===== src/rtl/lcd_pkg.sv =====
// Shared state encoding and LCD bus constants for the character-LCD read engine.
// No timing of its own; imported by the reader top and its phase timer.
// No flow control here.
package lcd_pkg;

  // Read-engine sequencer states
  typedef enum logic [2:0] {
    ST_IDLE  = 3'd0,
    ST_ARB   = 3'd1,
    ST_SETUP = 3'd2,
    ST_PULSE = 3'd3,
    ST_HOLD  = 3'd4,
    ST_CHECK = 3'd5,
    ST_DONE  = 3'd6
  } state_t;

  // Busy flag position in the status byte; bits 6:0 are the address counter
  localparam int LCD_BF_BIT = 7;

  // Register-select encodings on the LCD bus
  localparam logic RS_STATUS = 1'b0;
  localparam logic RS_DATA   = 1'b1;

  // Largest of three phase lengths, used to size the shared phase counter
  function automatic int max3(input int a, input int b, input int c);
    int m;
    m = a;
    if (b > m) m = b;
    if (c > m) m = c;
    return m;
  endfunction

  // Bits needed to hold values 0..value
  function automatic int count_width(input int value);
    int w;
    w = 1;
    while ((1 << w) <= value) w++;
    return w;
  endfunction

endpackage


===== src/rtl/lcd_phase_timer.sv =====
// Loadable down-counter timing the SETUP / PULSE / HOLD bus phases.
// done is combinational from the count: a load of N-1 gives N cycles before done.
// No backpressure; a load always wins over counting.
module lcd_phase_timer #(
  parameter int WIDTH = 4
) (
  input  logic             clock,
  input  logic             reset,
  input  logic             load,
  input  logic [WIDTH-1:0] load_value,
  output logic             done
);

  logic [WIDTH-1:0] count;

  // Load on phase entry, otherwise count down and park at zero
  always_ff @(posedge clock) begin
    if (reset) begin
      count <= '0;
    end else if (load) begin
      count <= load_value;
    end else if (count != '0) begin
      count <= count - WIDTH'(1);
    end
  end

  assign done = (count == '0);

endmodule


===== src/rtl/lcd_reader.sv =====
// HD44780 read engine: status (BF + address counter) and DDRAM/CGRAM data reads, optional BF polling.
// Single phase with grant already high: rsp_valid 3+S+H+D cycles after req; each extra phase adds S+H+D+1.
// Waits in ARB for bus_gnt; req is only taken while ready=1 and is never queued.
module lcd_reader
  import lcd_pkg::*;
#(
  parameter int EN_SETUP_CYCLES = 2,
  parameter int EN_HIGH_CYCLES  = 16,
  parameter int EN_HOLD_CYCLES  = 2,
  parameter int BUSY_TIMEOUT    = 262143
) (
  input  logic       clock,
  input  logic       reset,
  input  logic       req,
  input  logic       req_rs,
  input  logic       wait_busy,
  output logic       ready,
  output logic       rsp_valid,
  output logic [7:0] rsp_data,
  output logic       rsp_timeout,
  output logic       busy_flag,
  output logic [6:0] addr_counter,
  output logic       bus_req,
  input  logic       bus_gnt,
  input  logic [7:0] _lcd_data_in,
  output logic       _lcd_data_oe,
  output logic       _lcd_rw,
  output logic       _lcd_rs,
  output logic       _lcd_en
);

  // Phase counter sized for the longest of the three bus phases
  localparam int TW = count_width(max3(EN_SETUP_CYCLES, EN_HIGH_CYCLES, EN_HOLD_CYCLES));
  localparam logic [TW-1:0] SETUP_LOAD = TW'(EN_SETUP_CYCLES - 1);
  localparam logic [TW-1:0] PULSE_LOAD = TW'(EN_HIGH_CYCLES - 1);
  localparam logic [TW-1:0] HOLD_LOAD  = TW'(EN_HOLD_CYCLES - 1);

  // Poll timer saturates at all-ones of its natural width
  localparam int PW = $clog2(BUSY_TIMEOUT + 1);
  localparam logic [PW-1:0] POLL_LIMIT = PW'(BUSY_TIMEOUT);
  localparam logic [PW-1:0] POLL_MAX   = '1;

  state_t          state;
  state_t          next_state;

  logic            rs_latch;    // requested kind of read, kept for the post-poll data phase
  logic            phase_rs;    // RS driven during the current bus phase
  logic            polling;     // still waiting for BF to clear
  logic [PW-1:0]   poll_timer;
  logic [7:0]      sample;      // byte captured on the last EN-high cycle

  logic            tmr_load;
  logic [TW-1:0]   tmr_value;
  logic            tmr_done;

  logic            start;
  logic            last_pulse;
  logic            poll_abort;
  logic            poll_again;
  logic            go_data;

  assign start      = (state == ST_IDLE) && req;
  assign last_pulse = (state == ST_PULSE) && tmr_done;

  // CHECK decisions, in priority order; busy_flag already holds the latest status
  assign poll_abort = polling && busy_flag && (poll_timer >= POLL_LIMIT);
  assign poll_again = polling && busy_flag && !poll_abort;
  assign go_data    = polling && !busy_flag && (rs_latch == RS_DATA);

  lcd_phase_timer #(
    .WIDTH (TW)
  ) u_phase_timer (
    .clock      (clock),
    .reset      (reset),
    .load       (tmr_load),
    .load_value (tmr_value),
    .done       (tmr_done)
  );

  // State register
  always_ff @(posedge clock) begin
    if (reset) begin
      state <= ST_IDLE;
    end else begin
      state <= next_state;
    end
  end

  // Next-state logic; also arms the phase timer on entry to each timed phase
  always_comb begin
    next_state = state;
    tmr_load   = 1'b0;
    tmr_value  = '0;
    case (state)
      ST_IDLE: begin
        if (req) next_state = ST_ARB;
      end
      ST_ARB: begin
        if (bus_gnt) begin
          next_state = ST_SETUP;
          tmr_load   = 1'b1;
          tmr_value  = SETUP_LOAD;
        end
      end
      ST_SETUP: begin
        if (tmr_done) begin
          next_state = ST_PULSE;
          tmr_load   = 1'b1;
          tmr_value  = PULSE_LOAD;
        end
      end
      ST_PULSE: begin
        if (tmr_done) begin
          next_state = ST_HOLD;
          tmr_load   = 1'b1;
          tmr_value  = HOLD_LOAD;
        end
      end
      ST_HOLD: begin
        if (tmr_done) next_state = ST_CHECK;
      end
      ST_CHECK: begin
        if (poll_again || go_data) begin
          next_state = ST_SETUP;
          tmr_load   = 1'b1;
          tmr_value  = SETUP_LOAD;
        end else begin
          next_state = ST_DONE;
        end
      end
      ST_DONE: begin
        next_state = ST_IDLE;
      end
      default: begin
        next_state = ST_IDLE;
      end
    endcase
  end

  // Bus pins and handshake outputs decoded from the state
  always_comb begin
    ready     = 1'b0;
    rsp_valid = 1'b0;
    bus_req   = 1'b0;
    _lcd_rw   = 1'b0;
    _lcd_rs   = 1'b0;
    _lcd_en   = 1'b0;
    case (state)
      ST_IDLE: ready = 1'b1;
      ST_ARB:  bus_req = 1'b1;
      ST_SETUP, ST_HOLD, ST_CHECK: begin
        bus_req = 1'b1;
        _lcd_rw = 1'b1;
        _lcd_rs = phase_rs;
      end
      ST_PULSE: begin
        bus_req = 1'b1;
        _lcd_rw = 1'b1;
        _lcd_rs = phase_rs;
        _lcd_en = 1'b1;
      end
      ST_DONE: rsp_valid = 1'b1;
      default: ready = 1'b0;
    endcase
  end

  // This block only ever reads the LCD
  assign _lcd_data_oe = 1'b0;

  // Request latch and phase sequencing: status first when polling, then the requested read
  always_ff @(posedge clock) begin
    if (reset) begin
      rs_latch <= RS_STATUS;
      phase_rs <= RS_STATUS;
      polling  <= 1'b0;
    end else if (start) begin
      rs_latch <= req_rs;
      polling  <= wait_busy;
      phase_rs <= wait_busy ? RS_STATUS : req_rs;
    end else if (state == ST_CHECK) begin
      if (poll_again) begin
        phase_rs <= RS_STATUS;
      end else if (go_data) begin
        phase_rs <= RS_DATA;
        polling  <= 1'b0;
      end else begin
        polling  <= 1'b0;
      end
    end
  end

  // Poll timer: restarts with each request, counts while polling, sticks at full scale
  always_ff @(posedge clock) begin
    if (reset) begin
      poll_timer <= '0;
    end else if (start) begin
      poll_timer <= '0;
    end else if (polling && (poll_timer != POLL_MAX)) begin
      poll_timer <= poll_timer + PW'(1);
    end
  end

  // Capture the data pins at the end of EN high; status phases also refresh BF and AC
  always_ff @(posedge clock) begin
    if (reset) begin
      sample       <= 8'h00;
      busy_flag    <= 1'b0;
      addr_counter <= 7'h00;
    end else if (last_pulse) begin
      sample <= _lcd_data_in;
      if (phase_rs == RS_STATUS) begin
        busy_flag    <= _lcd_data_in[LCD_BF_BIT];
        addr_counter <= _lcd_data_in[6:0];
      end
    end
  end

  // Response registers change only on entry to DONE so they hold between responses
  always_ff @(posedge clock) begin
    if (reset) begin
      rsp_data    <= 8'h00;
      rsp_timeout <= 1'b0;
    end else if ((state == ST_CHECK) && (next_state == ST_DONE)) begin
      rsp_data    <= sample;
      rsp_timeout <= poll_abort;
    end
  end

endmodule

===== config.mk =====
export PLATFORM = sky130hd
export DESIGN_NAME = lcd_reader
export DESIGN_NICKNAME = d
export VERILOG_FILES = /design/src/rtl/lcd_pkg.sv /design/src/rtl/lcd_phase_timer.sv /design/src/rtl/lcd_reader.sv
export SDC_FILE = /design/constraint.sdc
export NUM_CORES = 1
export LEC_CHECK = 0
export BUFFER_PORTS_ARGS = -buffer_cell sky130_fd_sc_hd__buf_4
export CAP_MARGIN = 10
export CORE_MARGIN = 10
export CORE_UTILIZATION = 35
export CTS_CLUSTER_SIZE = 16
export DETAILED_ROUTE_END_ITERATION = 16
export PLACE_DENSITY = 0.63
export SYNTH_ARGS = -nofsm -noshare
export SYNTH_HDL_FRONTEND = slang
export SYNTH_SLANG_ARGS = --single-unit
export TNS_END_PERCENT = 5

===== constraint.sdc =====
create_clock -name clock -period 2 [get_ports clock]
set_input_delay 0.4 -clock clock [delete_from_list [all_inputs] [get_ports clock]]
set_output_delay 0.4 -clock clock [all_outputs]
set_load 0.01 [all_outputs]

==> reports/qor.log, run 1 <==
qor: placed_design.placed_cell_area 0.00297 mm^2
qor: layout.number_of_diodes 0
qor: sta.hold_viol_final 0
qor: die.rows 30
qor: critical_path.setup.worst_path.class flop to output pin
qor: critical_path.critical_path.startpoint state[2]$_SDFF_PP0_
qor: power.swShare 29.2%
qor: routing.wl_per_cell 12.7 um
qor: yosys.synth_cell_type_count 45
qor: sta.finClkSkew 0.00839 ns
qor: routing.drtPass1Iterations 4
qor: yosys.ys_async_sr_fraction 0%
qor: placed_design.io_buffer_count 36
qor: yosys.yosys_warnings 0
qor: critical_path.critical_path.endpoint_type output pin
qor: die.initial_standard_cell_utilization_of_the_core 36.4%
qor: die.num_io_pins 38
qor: global_routing.globalRouteTotalUtil 10.2%
qor: min_path.whs_path_depth 3
qor: sta.achievable-frequency 523 MHz
qor: placed_design.gp_congestion 0.768
qor: sta.rsz_0062_raised_after_global_routing false
qor: routing.routed_wl 5590 um
qor: die.fp.dieH 105 um
qor: yosys.synth-edff-count 0
qor: layout.most-common-layout-cells buf_4, dfxtp_1, nor2_1
qor: critical_path.critical_path_peak_fanout 11
qor: min_path.min-delay-path-class input port to flop
qor: yosys.synthesis.area 0.00250 mm^2
qor: critical_path.critPathRequiredTime 1.60 ns
qor: routing.first_iter_violations 90
qor: run_status.status finished clean
qor: layout.area_of_all_placed_cells_without_fillers 0.00311 mm^2
qor: clock_tree.cts_tree yes
qor: clock_tree.clk_pin_slew 0.10 ns
qor: clock_tree.clock_path_buffers 2
qor: global_routing.grt_pass1_wl 9670 um
qor: power.share_seq_of_total_power 46.3%
qor: power.comb_power_share 25.9%
qor: routing.route.detailed.vias_per_inst 4.89
qor: clock_tree.cts.htree.levels 2
qor: die.die_width 105 um
qor: layout.share_of_layout_cells_above_drive_strength_1 21.8%
qor: global_routing.antenna_violations_before_repair 0
qor: power.power_report.internal_total 1.85 mW
qor: power.vdd_drop_max 0.354 mV
qor: critical_path.reg2reg_from poll_timer[7]$_SDFFE_PP0P_
qor: yosys.synth_ff_type dfxtp_1
qor: routing.drtAntennaViolNets 0
qor: yosys.synth_seq_area_share 43.2%
qor: critical_path.depth_of_the_worst_register_to_register_path 4
qor: yosys.yosys_register_bits 54
qor: power.total_leakage_power 1.31 nW
qor: critical_path.cp-endpoint _lcd_rs
qor: job.max_cap_check_violation_count 0
qor: power.power.net_switching 0.766 mW
qor: critical_path.crit-reg2reg-capture rsp_timeout$_SDFFE_PP0P_
qor: placed_design.dp.final_hpwl 4080 um
qor: critical_path.crit_path_start_kind flop
qor: clock_tree.clk_root_buffer_cell clkbuf_8
qor: sta.final_worst_path_cycle_share 95.7%
qor: placed_design.pre_cts_ws 0.0770 ns
qor: die.floorplan.core_area 0.00687 mm^2
qor: layout.layout.cells.most_common buf_4
qor: sta.tightestPinTransition 0.506 ns
qor: clock_tree.clock_sinks 54
qor: layout.net_count_final 360
qor: sta.setup-violations-final 0
qor: critical_path.r2r_setup_slack 0.10 ns
qor: global_routing.first_global_vias 2,043
qor: layout.fill_cells 674
qor: power.power.clock.fraction 27.8%
qor: sta.fin_tns_setup 0 ns
qor: layout.layout.core_utilization 45.2%
qor: global_routing.grt_start_max_net_pins 37
qor: routing.remaining_drc_errors 0
qor: routing.vias 2,150
qor: yosys.syn_avg_cell_area 8.43 um^2
qor: global_routing.overflow 0
qor: die.floorplan.die_area 0.0109 mm^2
qor: sta.post-route-worst-setup-slack 0.0866 ns
qor: layout.synthesis_to_finish_area_growth 24.0%
qor: sta.maxSlewViolCount 0
qor: clock_tree.hold_buffers 0
qor: critical_path.timing.critical_path.arrival 1.51 ns
qor: clock_tree.cts_buffers 5
qor: clock_tree.postcts_setup_bufs 0
qor: yosys.postSynthCellCount 297
qor: sta.timing.final.crit_period 1.91 ns
qor: clock_tree.clock_insertion_delay_worst_skew 0.31 ns
qor: sta.slew-limit-headroom 65.4%
qor: yosys.mappedNetlistNets 314
qor: power.cellPowerDensity 844 mW/mm^2
-- sequential cells by signal, summed over array words and instances, names as in the netlist --
signal / flops
phase_rs: 1
polling: 1
rs_latch: 1
u_phase_timer.count: 5
rsp_data: 8
rsp_timeout: 1
poll_timer: 18
addr_counter: 7
busy_flag: 1
sample: 8
state: 3
-- cell families after synthesis --
kind of cell / count (synthesis) / share of synthesized area [%]
DFF: 54 / 43.2
buffers and inverters: 23 / 3.95
adders and majority gates: 3 / 1.50
and+or+nand+nor: 128 / 24.9
other: 1 / 0.150
xor gates and xnor gates: 18 / 6.30
AOI/OAI and AO/OA: 52 / 12.8
muxes: 18 / 7.20
-- power by group through the flow --
stage / combinational, mW / sequential [mW] / clock [mW]
global placement: 0.659 / 1.23 / 0
global route: 0.772 / 1.22 / 0.786
floorplan: 0.462 / 1.21 / 0
detailed placement: 0.658 / 1.23 / 0
finish: 0.679 / 1.21 / 0.729
CTS: 0.662 / 1.20 / 0.745
-- stage by stage --
stage          hold slack, ns  instances  power, mW
2_1_floorplan           0.458        297       1.68
3_3_place_gp            0.446        432       1.89
3_5_place_dp            0.451        432       1.89
4_1_cts                 0.329        440       2.61
5_1_grt                 0.337        440       2.78
6_report                0.334        440       2.62
-- per-layer routing --
layer  track usage, %  share of wire [%]  routed length (um)
met2             15.7                 44                2480
met4             2.65               0.52                  29
met3             4.98                8.6                 483
met5                0                  0                   0
met1             12.4                 46                2590
-- area by class of cell --
class	instances	area (um^2)	share of cell area [%]
multi-input combinational	220	1350	43.6
inverter	6	22.5	0.725
sequential	54	1080	34.8
clock inverter	3	40.0	1.29
timing repair buffer	56	420	13.5
clock buffer	5	68.8	2.22
tap	96	120	3.87
-- cell usage after synthesis (all sizes together) (3+ instances only) --
cell type | n | area share, %
dfxtp | 54 | 43
nor2 | 50 | 7.5
nand2 | 28 | 4.3
a21oi | 21 | 4.2
mux2i | 18 | 7.2
xor2 | 13 | 4.5
nor3 | 12 | 2.4
nand3 | 10 | 2.5
clkbuf | 9 | 1.3
o21ai | 9 | 1.9
buf | 8 | 1.7
a211oi | 6 | 1.8
inv | 6 | 0.90
xnor2 | 5 | 1.7
a31oi | 4 | 1.0
and2 | 4 | 1.0
nor2b | 4 | 1.0
o211ai | 4 | 1.2
ha | 3 | 1.5
nand2b | 3 | 0.75
nand4 | 3 | 0.75
-- worst min-delay path by stage --
stage	startpoint	to
after floorplan	poll_timer[17]$_SDFFE_PP0P_	poll_timer[17]$_SDFFE_PP0P_
after global placement	addr_counter[0]$_SDFFE_PP0P_	addr_counter[0]$_SDFFE_PP0P_
after detailed placement	addr_counter[3]$_SDFFE_PP0P_	addr_counter[3]$_SDFFE_PP0P_
after CTS	_lcd_data_in[0]	sample[0]$_SDFFE_PP0P_
after global routing	_lcd_data_in[0]	sample[0]$_SDFFE_PP0P_
final	_lcd_data_in[5]	sample[5]$_SDFFE_PP0P_
-- worst max-delay path, cell delays in order (launching register included) --
cell	delay, ns
dfxtp_1	0.56
nor2b_1	0.17
nand2b_1	0.19
and2_1	0.15
buf_4	0.14
-- repair_timing --
item,4_1_cts,5_1_grt
setup endpoints to repair,0,16
hold endpoints to repair,0,0
gates resized for setup,0,4
Note: power is estimated with default switching activity, not from simulation.
==> inputs of run 2 (changes only) <==
- ABC_AREA: unset -> 1
- CELL_PAD_IN_SITES_DETAIL_PLACEMENT: unset -> 0
- CELL_PAD_IN_SITES_GLOBAL_PLACEMENT: unset -> 1
- PLACE_DENSITY: 0.63 -> 0.79
==> reports/qor.log, run 2 <==
qor: run_status.status finished clean
qor: global_routing.first_global_vias 2,401
qor: routing.first_iter_violations 81
qor: clock_tree.cts.htree.levels 2
qor: die.die_width 107 um
qor: layout.number_of_flip_flops_under_the_largest_register_name 18
qor: yosys.synth_top_cells_by_count nand2_1, dfxtp_1, nor2_1, a21oi_1, inv_1
qor: power.vdd_drop_max 0.332 mV
qor: yosys.area_contributors_post_synth dfxtp_1, nand2_1, a21oi_1
qor: layout.synthesis_to_finish_area_growth 19.5%
qor: die.initial_standard_cell_utilization_of_the_core 36.3%
qor: global_routing.overflow 0
qor: clock_tree.clk_pin_slew 0.11 ns
qor: critical_path.depth_of_the_worst_register_to_register_path 9
qor: layout.layout.cells.most_common nand2_1
qor: job.max_cap_check_violation_count 0
qor: die.floorplan.core_area 0.00729 mm^2
qor: min_path.worstHoldEndpoint sample[0]$_SDFFE_PP0P_
qor: critical_path.worstPathCellList inv_1 -> nor2_1 -> inv_1 -> nor2_4 -> nor3_2 -> nor2_1 -> buf_4
qor: placed_design.gp_congestion 0.830
qor: routing.route.detailed.vias_per_inst 4.69
qor: critical_path.crit-reg2reg-capture poll_timer[4]$_SDFFE_PP0P_
qor: clock_tree.clock_insertion_delay_worst_skew 0.32 ns
qor: power.swShare 32.4%
qor: sta.achievable-frequency 538 MHz
qor: layout.net_count_final 430
qor: yosys.synth_top_area_share 40.9%
qor: global_routing.antenna_violations_before_repair 0
qor: min_path.min-delay-path-class input port to flop
qor: yosys.synth_seq_area_share 40.9%
qor: global_routing.grt_start_max_net_pins 23
qor: placed_design.dp.final_hpwl 5050 um
qor: sta.setup-violations-final 0
qor: clock_tree.clk_root_buffer_cell clkbuf_8
qor: routing.drtPass1Iterations 4
qor: power.power_report.internal_total 1.79 mW
qor: die.rows 31
qor: min_path.min_from _lcd_data_in[0]
qor: yosys.yosysTopAreaCell dfxtp_1
qor: routing.vias 2,406
qor: routing.drtAntennaViolNets 0
qor: routing.wl_per_cell 12.9 um
qor: power.power.clock.fraction 29.5%
qor: yosys.postSynthCellCount 371
qor: yosys.syn_avg_cell_area 7.13 um^2
qor: yosys.yosys_register_bits 54
qor: clock_tree.clock_path_buffers 2
qor: sta.final_worst_path_cycle_share 92.9%
qor: power.comb_power_share 25.3%
qor: clock_tree.cts_tree yes
qor: sta.maxSlewViolCount 0
qor: layout.number_of_diodes 0
qor: layout.most-common-layout-cells nand2_1, dfxtp_1, buf_4
qor: yosys.mappedNetlistNets 388
qor: yosys.yosys_warnings 0
qor: routing.remaining_drc_errors 0
qor: die.floorplan.die_area 0.0114 mm^2
qor: sta.hold_viol_final 0
qor: yosys.most_common_cell_in_the_synthesized_netlist nand2_1
qor: sta.fin_tns_setup 0 ns
qor: critical_path.critical_path.endpoint_type output pin
qor: layout.biggestRegsByFlops poll_timer: 18 flops, rsp_data: 8 flops, sample: 8 flops
qor: layout.share_of_layout_cells_above_drive_strength_1 18.1%
qor: layout.fill_cells 808
qor: critical_path.crit_path_start_kind flop
qor: critical_path.reg2reg_from poll_timer[1]$_SDFFE_PP0P_
qor: routing.routed_wl 6600 um
qor: sta.rsz_0062_raised_after_global_routing false
qor: yosys.synth_ff_type dfxtp_1
qor: clock_tree.cts_buffers 5
qor: min_path.whs_path_depth 3
qor: clock_tree.hold_buffers 0
qor: critical_path.timing.critical_path.arrival 1.46 ns
qor: power.design_power_total 2.64 mW
qor: global_routing.grt_pass1_wl 11,300 um
qor: power.cellPowerDensity 837 mW/mm^2
qor: critical_path.cp_max_stage_cell dfxtp_1
qor: sta.timing.final.crit_period 1.86 ns
qor: die.num_io_pins 38
qor: critical_path.setup.worst_path.class flop to output pin
qor: yosys.synth-edff-count 0
qor: yosys.ys_async_sr_fraction 0%
qor: power.total_leakage_power 1.30 nW
qor: placed_design.io_buffer_count 36
qor: critical_path.critPathRequiredTime 1.60 ns
qor: yosys.synthesis.area 0.00264 mm^2
qor: critical_path.timing.critical_path.slowest_cell_delay 0.38 ns
qor: clock_tree.clock_sinks 54
qor: yosys.synth_cell_type_count 33
qor: power.power.net_switching 0.857 mW
qor: global_routing.globalRouteTotalUtil 11.8%
qor: layout.register_ranked_first_by_flip_flop_count poll_timer
qor: critical_path.r2r_setup_slack 0.25 ns
qor: critical_path.critical_path_peak_fanout 3
qor: die.fp.dieH 107 um
qor: sta.finClkSkew 0.0136 ns
qor: power.share_seq_of_total_power 45.2%
==> run 2: power groups by stage <==
stage | registers, mW | clock network [mW] | logic (mW)
5_1_grt | 1.20 | 0.843 | 0.767
6_report | 1.19 | 0.781 | 0.668
4_1_cts | 1.20 | 0.800 | 0.669
3_5_place_dp | 1.22 | 0 | 0.667
3_3_place_gp | 1.22 | 0 | 0.665
2_1_floorplan | 1.21 | 0 | 0.511
==> run 2: metal layers <==
| metal | share of wire (%) | global-route usage (%) | up-vias |
|---|---|---|---|
| li1 | - | - | 1260 |
| met1 | 49 | 15.5 | 1093 |
| met2 | 45 | 18.6 | 47 |
| met3 | 5.1 | 3.41 | 6 |
| met4 | 1.0 | 3.19 | 0 |
| met5 | 0 | 0 | - |
==> run 2: worst max-delay path by stage <==
stage / slack (ns) / start / to
after detailed placement: 0.21 / poll_timer[1]$_SDFFE_PP0P_ / poll_timer[4]$_SDFFE_PP0P_
after CTS: 0.09 / state[0]$_SDFF_PP0_ / _lcd_rs
final: 0.14 / state[0]$_SDFF_PP0_ / _lcd_rs
after global placement: 0.27 / poll_timer[1]$_SDFFE_PP0P_ / poll_timer[2]$_SDFFE_PP0P_
after global routing: 0.02 / state[0]$_SDFF_PP0_ / _lcd_rs
after floorplan: 0.37 / poll_timer[0]$_SDFFE_PP0P_ / rsp_data[6]$_SDFFE_PP0P_
==> run 2: area by class of cell <==
cell class	count	area, um^2	share of cell area (%)
clock inverter	3	48.8	1.54
sequential	54	1080	34.2
timing repair buffer	43	323	10.2
clock buffer	5	68.8	2.18
tap	99	124	3.92
inverter	39	148	4.67
multi-input combinational	270	1370	43.2
==> run 2: stage by stage <==
step | setup WS [ns] | instance area, um^2 | hold slack, ns | utilization, % | cells
final | 0.142 | 3160 | 0.312 | 43.3 | 513
after global routing | 0.0197 | 3160 | 0.311 | 43.3 | 513
after CTS | 0.0912 | 3140 | 0.307 | 43.1 | 512
after detailed placement | 0.209 | 3020 | 0.454 | 41.5 | 504
after global placement | 0.270 | 3020 | 0.448 | 41.5 | 504
after floorplan | 0.374 | 2640 | 0.438 | - | 371
==> run 2: critical path: cells and delay by family (launching register included) <==
kind / cells / cell delay [ns]
AND/OR/NAND/NOR: 4 / 0.44
flip-flops: 1 / 0.38
buffers and inverters: 3 / 0.32
==> run 2: logic make-up after synthesis <==
family	count (synthesis)	synth area share (%)
XOR/XNOR	15	4.97
buffers and inverters	47	7.81
AND/OR/NAND/NOR	193	32.9
AO/OA/AOI/OAI	58	11.8
flip-flops	54	40.9
other	1	0.142
adder cells (fa/ha/maj)	3	1.42
==> run 2: what timing repair did <==
| action | CTS | global route |
|---|---|---|
| setup endpoints to repair | 0 | 3 |
| setup buffers | 0 | 1 |
| resized for setup | 0 | 3 |
==> inputs of run 3 (changes only) <==
- clock period: 2 -> 2.4 ns (I/O delays scaled with it)
==> reports/qor.log, run 3 (synthesis results as in run 2) <==
qor: run_status.status finished clean
qor: sta.timing.final.crit_period 1.99 ns
qor: placed_design.dp.final_hpwl 4800 um
qor: clock_tree.cts-resized-gates 0
qor: global_routing.antenna_violations_before_repair 0
qor: placed_design.gp_congestion 0.799
qor: layout.fill_cells 799
qor: die.die_width 107 um
qor: power.cellPowerDensity 702 mW/mm^2
qor: clock_tree.clk_pin_slew 0.11 ns
qor: sta.achievable-frequency 502 MHz
qor: power.comb_power_share 24.9%
qor: layout.layout.cells.non_filler 509
qor: sta.hold_viol_final 0
qor: min_path.whs_path_depth 3
qor: die.rows 31
qor: clock_tree.cts_tree yes
qor: routing.vias 2,352
qor: sta.finClkSkew 0.0112 ns
qor: clock_tree.clock_insertion_delay_worst_skew 0.31 ns
qor: min_path.min-delay-path-class input port to flop
qor: sta.maxSlewViolCount 0
qor: die.floorplan.core_area 0.00729 mm^2
qor: sta.fin_tns_setup 0 ns
qor: die.num_io_pins 38
qor: routing.remaining_drc_errors 0
qor: layout.synthesis_to_finish_area_growth 18.0%
qor: layout.register_ranked_first_by_flip_flop_count poll_timer
qor: placed_design.io_buffer_count 36
qor: routing.route.detailed.vias_per_inst 4.62
qor: layout.most-common-layout-cells nand2_1, dfxtp_1, nor2_1
qor: power.power_report.internal_total 1.48 mW
qor: clock_tree.cts.htree.levels 2
qor: global_routing.grt_start_max_net_pins 23
qor: routing.drtPass1Iterations 4
qor: clock_tree.hold_buffers 0
qor: sta.setup-violations-final 0
qor: global_routing.overflow 0
qor: routing.drtAntennaViolNets 0
qor: layout.layout.cells.most_common nand2_1
qor: sta.rsz_0062_raised_after_global_routing false
qor: clock_tree.cts_buffers 5
qor: layout.number_of_flip_flops_under_the_largest_register_name 18
qor: critical_path.depth_of_the_worst_register_to_register_path 9
qor: routing.routed_wl 6370 um
qor: critical_path.timing.critical_path.arrival 1.51 ns
qor: global_routing.grt_pass1_wl 10,700 um
qor: layout.share_of_layout_cells_above_drive_strength_1 16.6%
qor: critical_path.crit_path_start_kind flop
qor: clock_tree.clock_sinks 54
qor: sta.final_worst_path_cycle_share 83.0%
qor: clock_tree.postcts_setup_bufs 0
qor: routing.wl_per_cell 12.5 um
qor: critical_path.setup.worst_path.class flop to output pin
qor: power.share_seq_of_total_power 45.7%
qor: clock_tree.clk_root_buffer_cell clkbuf_8
qor: global_routing.globalRouteTotalUtil 11.3%
qor: layout.biggestRegsByFlops poll_timer: 18 flops, rsp_data: 8 flops, sample: 8 flops
qor: power.power.net_switching 0.706 mW
qor: power.power.clock.fraction 29.4%
qor: critical_path.cp_max_stage_cell dfxtp_1
qor: power.total_leakage_power 1.29 nW
qor: power.design_power_total 2.19 mW
qor: clock_tree.clock_path_buffers 2
qor: layout.number_of_diodes 0
qor: job.max_cap_check_violation_count 0
qor: die.initial_standard_cell_utilization_of_the_core 36.3%
qor: critical_path.critical_path.endpoint_type output pin
qor: critical_path.critical_path_peak_fanout 5
qor: critical_path.critPathRequiredTime 1.92 ns
qor: layout.net_count_final 426
qor: critical_path.timing.critical_path.slowest_cell_delay 0.35 ns
qor: die.floorplan.die_area 0.0114 mm^2
qor: power.swShare 32.2%
qor: global_routing.first_global_vias 2,305
qor: routing.first_iter_violations 127
qor: power.vdd_drop_max 0.231 mV
qor: critical_path.worstPathCellList inv_1 -> nor2_1 -> inv_1 -> nor2_4 -> nor3_1 -> nor2_1 -> buf_4
qor: sta.holdWs 0.394 ns
qor: die.fp.dieH 107 um
qor: placed_design.placed_cells_incl_taps 501
==> run 3: power by group through the flow <==
stage                     sequential, mW  clock, mW  combinational (mW)
after CTS                           1.00      0.663               0.549
final                               1.00      0.643               0.544
after floorplan                     1.01          0               0.426
after detailed placement            1.02          0               0.547
after global routing                1.01      0.700               0.621
after global placement              1.02          0               0.544
==> run 3: layout make-up <==
type                            instances  area [um^2]  share of cell area [%]
Clock buffer                            5         68.8                    2.21
Clock inverter                          3         48.8                    1.56
Inverter                               39          148                    4.73
Multi-Input combinational cell        270         1360                    43.5
Sequential cell                        54         1080                    34.7
Tap cell                               99          124                    3.97
Timing Repair Buffer                   39          293                    9.39
==> run 3: worst paths after layout <==
kind / startpoint / endpoint / slack (ns)
worst max register to register: poll_timer[0]$_SDFFE_PP0P_ / rsp_data[0]$_SDFFE_PP0P_ / 0.45
worst min-delay path: _lcd_data_in[6] / sample[6]$_SDFFE_PP0P_ / 0.39
worst min register to register: rsp_timeout$_SDFFE_PP0P_ / rsp_timeout$_SDFFE_PP0P_ / 0.47
worst max-delay path: state[0]$_SDFF_PP0_ / _lcd_rs / 0.41
==> run 3: per-stage QoR <==
stage	worst slack (ns)	instance area, um^2	utilization (%)
floorplan	0.774	2640	-
global placement	0.513	3000	41.2
detailed placement	0.451	3000	41.2
CTS	0.409	3120	42.8
global route	0.159	3120	42.8
finish	0.409	3120	42.8
==> run 3: per-layer routing <==
layer	GRT usage [%]	share of wire [%]	vias to the layer above
li1	-	-	1258
met1	14.9	49	1038
met2	16.8	42	51
met3	4.43	7.5	5
met4	3.19	0.83	0
met5	0	0	-
==> run 3: critical path: cells and delay by family, from the launching register on <==
family | cells | cell delay (ns)
flip-flops | 1 | 0.35
buffers and inverters | 3 | 0.38
AND/OR/NAND/NOR | 4 | 0.46
